===== config.mk =====
export PLATFORM = sky130hd
export DESIGN_NAME = lifo_arbiter
export DESIGN_NICKNAME = d
export VERILOG_FILES = /design/src/rtl/lifo_arbiter.sv
export SDC_FILE = /design/constraint.sdc
export NUM_CORES = 1
export LEC_CHECK = 0
export ABC_AREA = 1
export CORE_ASPECT_RATIO = 1.25
export CORE_MARGIN = 2
export CORE_UTILIZATION = 40
export DETAILED_ROUTE_END_ITERATION = 8
export PLACE_DENSITY = 0.72
export SLEW_MARGIN = 15
export SYNTH_ARGS = -nofsm -noshare
export SYNTH_HDL_FRONTEND = slang
export SYNTH_SLANG_ARGS = --single-unit
export TNS_END_PERCENT = 100

===== constraint.sdc =====
create_clock -name clk_i -period 1.55 [get_ports clk_i]
set_input_delay 0.155 -clock clk_i [delete_from_list [all_inputs] [get_ports clk_i]]
set_output_delay 0.155 -clock clk_i [all_outputs]
set_load 0.02 [all_outputs]

===== src/rtl/lifo_arbiter.sv =====
// lifo_arbiter: round-robin sharing of one registered-I/O LIFO between NCLI clients,
// with shadow occupancy, pop-data return routing and flush sequencing.
module lifo_arbiter #(
  parameter int DWIDTH = 8,
  parameter int AWIDTH = 3,
  parameter int NCLI   = 2,
  parameter int RD_LAT = 3
) (
  input  logic                   clk_i,
  input  logic                   arst_n_i,
  input  logic                   flush_i,
  input  logic [NCLI-1:0]        req_i,
  input  logic [NCLI-1:0]        op_i,
  input  logic [NCLI*DWIDTH-1:0] data_i,
  output logic [NCLI-1:0]        gnt_o,
  output logic [NCLI-1:0]        err_o,
  output logic [NCLI-1:0]        rvalid_o,
  output logic [DWIDTH-1:0]      rdata_o,
  output logic [AWIDTH:0]        used_o,
  output logic                   lifo_srst_o,
  output logic                   lifo_wrreq_o,
  output logic                   lifo_rdreq_o,
  output logic [DWIDTH-1:0]      lifo_data_o,
  input  logic [DWIDTH-1:0]      lifo_q_i
);
  localparam int DEPTH = 2 ** AWIDTH;
  localparam int IW    = $clog2(NCLI);
  localparam int FW    = RD_LAT > 1 ? $clog2(RD_LAT) : 1;
  typedef enum logic [1:0] {IDLE, ISSUE, FLUSH} state_t;
  state_t              state;
  logic [IW-1:0]       rr_ptr;
  logic [IW-1:0]       win;
  logic                any;
  logic                flush_go;
  logic                ret;
  logic [AWIDTH:0]     count;
  logic [FW-1:0]       fcnt;
  logic [RD_LAT-1:0]   pv;
  logic [IW-1:0]       pidx [RD_LAT];
  assign used_o = count;
  always_comb begin
    win = '0;
    any = |req_i;
    for (int i = NCLI - 1; i >= 0; i--)
      if (req_i[(int'(rr_ptr) + i) % NCLI]) win = IW'((int'(rr_ptr) + i) % NCLI);
    flush_go = (state == IDLE) && flush_i;
    ret = pv[RD_LAT-1] && !flush_go;
  end
  // Outputs for the ISSUE cycle are decided on the IDLE edge so they appear registered.
  always_ff @(posedge clk_i or negedge arst_n_i) begin
    if (!arst_n_i) begin
      state        <= IDLE;
      rr_ptr       <= '0;
      count        <= '0;
      fcnt         <= '0;
      pv           <= '0;
      for (int i = 0; i < RD_LAT; i++) pidx[i] <= '0;
      gnt_o        <= '0;
      err_o        <= '0;
      rvalid_o     <= '0;
      rdata_o      <= '0;
      lifo_srst_o  <= 1'b0;
      lifo_wrreq_o <= 1'b0;
      lifo_rdreq_o <= 1'b0;
      lifo_data_o  <= '0;
    end else begin
      gnt_o        <= '0;
      err_o        <= '0;
      lifo_wrreq_o <= 1'b0;
      lifo_rdreq_o <= 1'b0;
      rvalid_o     <= '0;
      if (ret) begin
        rvalid_o[pidx[RD_LAT-1]] <= 1'b1;
        rdata_o                  <= lifo_q_i;
      end
      for (int i = RD_LAT - 1; i > 0; i--) begin
        pv[i]   <= pv[i-1];
        pidx[i] <= pidx[i-1];
      end
      pv[0] <= 1'b0;
      case (state)
        IDLE: begin
          if (flush_i) begin
            state       <= FLUSH;
            lifo_srst_o <= 1'b1;
            fcnt        <= FW'(RD_LAT - 1);
            count       <= '0;
            pv          <= '0;
          end else if (any) begin
            state      <= ISSUE;
            rr_ptr     <= (win == IW'(NCLI - 1)) ? '0 : win + 1'b1;
            gnt_o[win] <= 1'b1;
            if (op_i[win]) begin
              if (count != (AWIDTH+1)'(DEPTH)) begin
                lifo_wrreq_o <= 1'b1;
                lifo_data_o  <= data_i[int'(win)*DWIDTH +: DWIDTH];
                count        <= count + 1'b1;
              end else err_o[win] <= 1'b1;
            end else if (count != '0) begin
              lifo_rdreq_o <= 1'b1;
              count        <= count - 1'b1;
              pv[0]        <= 1'b1;
              pidx[0]      <= win;
            end else err_o[win] <= 1'b1;
          end
        end
        ISSUE: state <= IDLE;
        FLUSH: begin
          if (fcnt == '0) begin
            state       <= IDLE;
            lifo_srst_o <= 1'b0;
          end else fcnt <= fcnt - 1'b1;
        end
        default: state <= IDLE;
      endcase
    end
  end
endmodule


==> impl_table.tex <==
\begin{tabular}{lr}
\hline
Metric & Value \\
\hline
\multicolumn{2}{l}{\textbf{Worst setup path}} \\
Arrival time reported for the critical path endpoint & 1780 ps \\
Origin of the critical flop-to-flop path & rr\_ptr \\
Crit path launch & req\_i[1] \\
Cell count along the critical path & 12 \\
Critical path's largest stage delay & 580 ps \\
WS Path Type & input pin to flop \\
Crit-path leading delay family & simple AND/OR/NAND/NOR gates \\
Peak fanout along the critical path & 4 \\
Crit path capture type & flop \\
Slowest cell on the critical path & sky130\_fd\_sc\_hd\_\_clkdlybuf4s50\_1 \\
Endpoint of the worst register-to-register path & used\_o[2] \\
Crit path capture & used\_o[2] \\
Critical path startpoint category & input pin \\
R2r setup slk & -40 ps \\
Length in cells of the worst reg-to-reg path & 14 \\
Cell chain of the critical path & clkdlybuf4s50\_1, nand3b\_1, nand2\_4, nand2\_2, nand2\_1, inv\_1, ha\_2, inv\_1, nand2\_1, or2\_0, nand3\_1, o21ai\_1 \\
WP data required & 1740 ps \\
Critical path buffers and inverters & 3 \\
\multicolumn{2}{l}{\textbf{GRT}} \\
GRT Overall Usage & 0.1646 \\
Total gr overflow & 0 \\
First-pass GRT wire length & 6.230 mm \\
Via count of the first global-routing pass & 1407 \\
Number of antenna violations at the first check in global routing & 0 \\
Pin count of the biggest net entering global routing & 23 \\
\multicolumn{2}{l}{\textbf{Outcome}} \\
Violated checks & setup timing \\
Status & finished, violations left \\
\multicolumn{2}{l}{\textbf{Final layout}} \\
Fraction of final layout cells with drive strength greater than 1 & 0.2491 \\
Inserted Diodes & 0 \\
Layout fillers & 384 \\
Most common cell after layout, fill and taps aside & sky130\_fd\_sc\_hd\_\_clkdlybuf4s50\_1 \\
Final core occ & 0.6363 \\
Commonest cells after routing, fill and taps aside & sky130\_fd\_sc\_hd\_\_clkdlybuf4s50\_1, sky130\_fd\_sc\_hd\_\_dfrtp\_1, sky130\_fd\_sc\_hd\_\_nand2\_1 \\
Synthesis-to-finish area growth & 56.29\% \\
Number of nets in the final layout & 302 \\
\multicolumn{2}{l}{\textbf{Timing}} \\
Count of pins over their slew limit & 0 \\
FMAX & 0.6262 GHz \\
Worst Tran Pin Value & 475.6 ps \\
Count of endpoints failing hold in the final timing report & 0 \\
Final clock skew & 2.456 ps \\
Final worst-path setup slack & -46.81 ps \\
Worst hold margin & 339.3 ps \\
Relative max-transition margin & 0.6829 \\
Setup-violating endpoint count in the final report & 2 \\
Final clock period utilization by the worst path & 1.030 \\
Fin crit period & 1597 ps \\
RSZ-0062 raised after global routing & yes \\
\multicolumn{2}{l}{\textbf{Clock tree}} \\
Clock-pin slew of the registers on the worst-case setup and hold paths & 80 ps \\
Max clock buf depth & 2 \\
Skew-Pair Late Insertion Delay & 300 ps \\
Total number of H-tree levels & 2 \\
Num CTS Buffers & 5 \\
TritonCTS clock tree & done \\
Clock Tree Root & sky130\_fd\_sc\_hd\_\_clkbuf\_8 \\
Total clock sinks & 39 \\
\multicolumn{2}{l}{\textbf{Place}} \\
Minimum setup slack after placement & -298.2 ps \\
Final RePlAce weighted congestion & 0.8361 \\
Port-buffer cells & 59 \\
HPWL Detailed & 2.860 mm \\
\multicolumn{2}{l}{\textbf{Logic synthesis}} \\
Post-Synthesis Cell Area & 1760 sq um \\
Cells after synthesis & 181 \\
Post-synthesis net count & 215 \\
Number of warnings reported in the yosys synthesis log & 0 \\
Top post-synthesis cells by area & sky130\_fd\_sc\_hd\_\_dfrtp\_1, sky130\_fd\_sc\_hd\_\_nand2\_1, sky130\_fd\_sc\_hd\_\_inv\_1, sky130\_fd\_sc\_hd\_\_mux2\_2, sky130\_fd\_sc\_hd\_\_nor2\_1 \\
Register bit total from synthesis & 39 \\
Share of the synthesized area in the top cell type & 0.5544 \\
Synth area leader & sky130\_fd\_sc\_hd\_\_dfrtp\_1 \\
Average footprint of a synthesized cell & 9.726 sq um \\
Sequential fraction of the synthesis area & 0.5544 \\
Unique cell type count in the Yosys netlist & 28 \\
\multicolumn{2}{l}{\textbf{Route}} \\
DR WL/cell & 11.69 um \\
Total wire length & 3.821 mm \\
Per-cell via count in the routed design & 4.550 \\
DRT iter0 DRCs & 48 \\
DRT antenna net count & 0 \\
Initial DRT Pass Iterations & 4 \\
Total via count in the routed design & 1488 \\
Number of remaining DRC errors & 0 \\
\multicolumn{2}{l}{\textbf{Power and ir drop}} \\
Final Total Pwr & 4600 uW \\
Peak supply drop & 841.7 uV \\
Lkg Pwr & 0.001345 uW \\
P per Cell Area & 1672 nW/um\^{}2 \\
\multicolumn{2}{l}{\textbf{Die}} \\
Number of standard-cell rows in the floorplan & 27 \\
Effective utilization at floorplan & 0.4071 \\
Area of the die & 4951 sq um \\
Die Width & 63.34 um \\
Core box area & 4324 sq um \\
Count of pins on the block boundary & 60 \\
Height of the die & 78.17 um \\
\multicolumn{2}{l}{\textbf{Flow run}} \\
Number of maximum-capacitance constraint violations & 0 \\
\multicolumn{2}{l}{\textbf{Hold path}} \\
Hold Path Class & input pin to asynchronous set/reset pin \\
\hline
\end{tabular}
-- cell families (layout without fill, tap and decap cells) --
family	Yosys count	after routing	synth area share
AO/OA/AOI/OAI	18	18	0.07250
adder cells (fa/ha/maj)	3	3	0.02132
buffers and inverters	32	120	0.08032
flip-flops	39	39	0.5544
multiplexers	8	8	0.05117
AND/OR/NAND/NOR	81	81	0.2203
-- cell usage after synthesis (all sizes together) --
cell type,count
nand2,44
dfrtp,39
inv,28
nor2,25
a31oi,9
mux2,8
nand3,7
o21ai,6
ha,3
clkinv,2
nand3b,2
o211ai,2
buf,1
clkbuf,1
nand4,1
nor3,1
o22ai,1
or2,1
-- cell type report --
| type | count | area (sq um) | area share |
|---|---|---|---|
| Sequential cell | 39 | 975.9 | 0.3547 |
| Clock inverter | 3 | 46.29 | 0.01683 |
| Tap cell | 58 | 72.57 | 0.02638 |
| Inverter | 30 | 117.6 | 0.04275 |
| Timing Repair Buffer | 82 | 772.0 | 0.2806 |
| Multi-Input combinational cell | 110 | 698.2 | 0.2538 |
| Clock buffer | 5 | 68.82 | 0.02501 |
-- through the flow --
stage               setup TNS (ps)  cell area, sq um  std cells
floorplan                        0              1760        181
global placement             -1559              2545        316
detailed placement           -1992              2545        316
CTS                         -61.40              2735        328
global route                -324.7              2751        327
finish                      -75.32              2751        327
-- worst register-to-register path, stage by stage (launching register included) --
cell                      delay (ps)
sky130_fd_sc_hd__dfrtp_1         380
sky130_fd_sc_hd__inv_2            70
sky130_fd_sc_hd__nand2_4          60
sky130_fd_sc_hd__nand2_4          90
sky130_fd_sc_hd__nand2_4          60
sky130_fd_sc_hd__nand2_4          80
sky130_fd_sc_hd__nand2_2          60
sky130_fd_sc_hd__nand2_1          60
sky130_fd_sc_hd__inv_1            40
sky130_fd_sc_hd__ha_2            150
sky130_fd_sc_hd__inv_1            50
sky130_fd_sc_hd__nand2_1          60
sky130_fd_sc_hd__or2_0           210
sky130_fd_sc_hd__nand3_1          70
sky130_fd_sc_hd__o21ai_1          60
-- worst min path at each step --
| stage | endpoint |
|---|---|
| global placement | rdata_o[5] |
| global route | rdata_o[2] |
| floorplan | err_o[0] |
| finish | rdata_o[5] |
| detailed placement | rdata_o[5] |
| CTS | rdata_o[5] |
-- layer usage --
| layer | vias to the layer above | wire (um) | track usage | share of wire |
|---|---|---|---|---|
| met4 | 0 | 64 | 0.06522 | 0.017 |
| met2 | 40 | 1961 | 0.2821 | 0.51 |
| li1 | 742 | - | - | - |
| met1 | 701 | 1612 | 0.1912 | 0.42 |
| met3 | 5 | 183 | 0.05014 | 0.048 |
| met5 | - | 0 | 0 | 0 |
-- where the power goes --
group          internal (uW)  switching, uW  total [uW]
clock network            485            388         872
registers               1390            193        1580
logic                   1040           1110        2150
total                   2910           1690        4600
-- sequential cells by signal (all words and copies together), names as in the netlist --
signal        cells
used_o            4
state             2
err_o             2
fcnt              2
rdata_o           8
pv                3
lifo_wrreq_o      1
lifo_srst_o       1
rvalid_o          2
rr_ptr            1
gnt_o             2
lifo_data_o       8
pidx              3
-- repair_timing --
action	CTS	global route
hold endpoints to repair	20	0
buffers inserted	3	0
endpoints found under the setup margin	2	10
pin swaps	2	7
hold buffers	1	0
resized for setup	10	8
No activity file was read; power rests on OpenSTA's default activity.
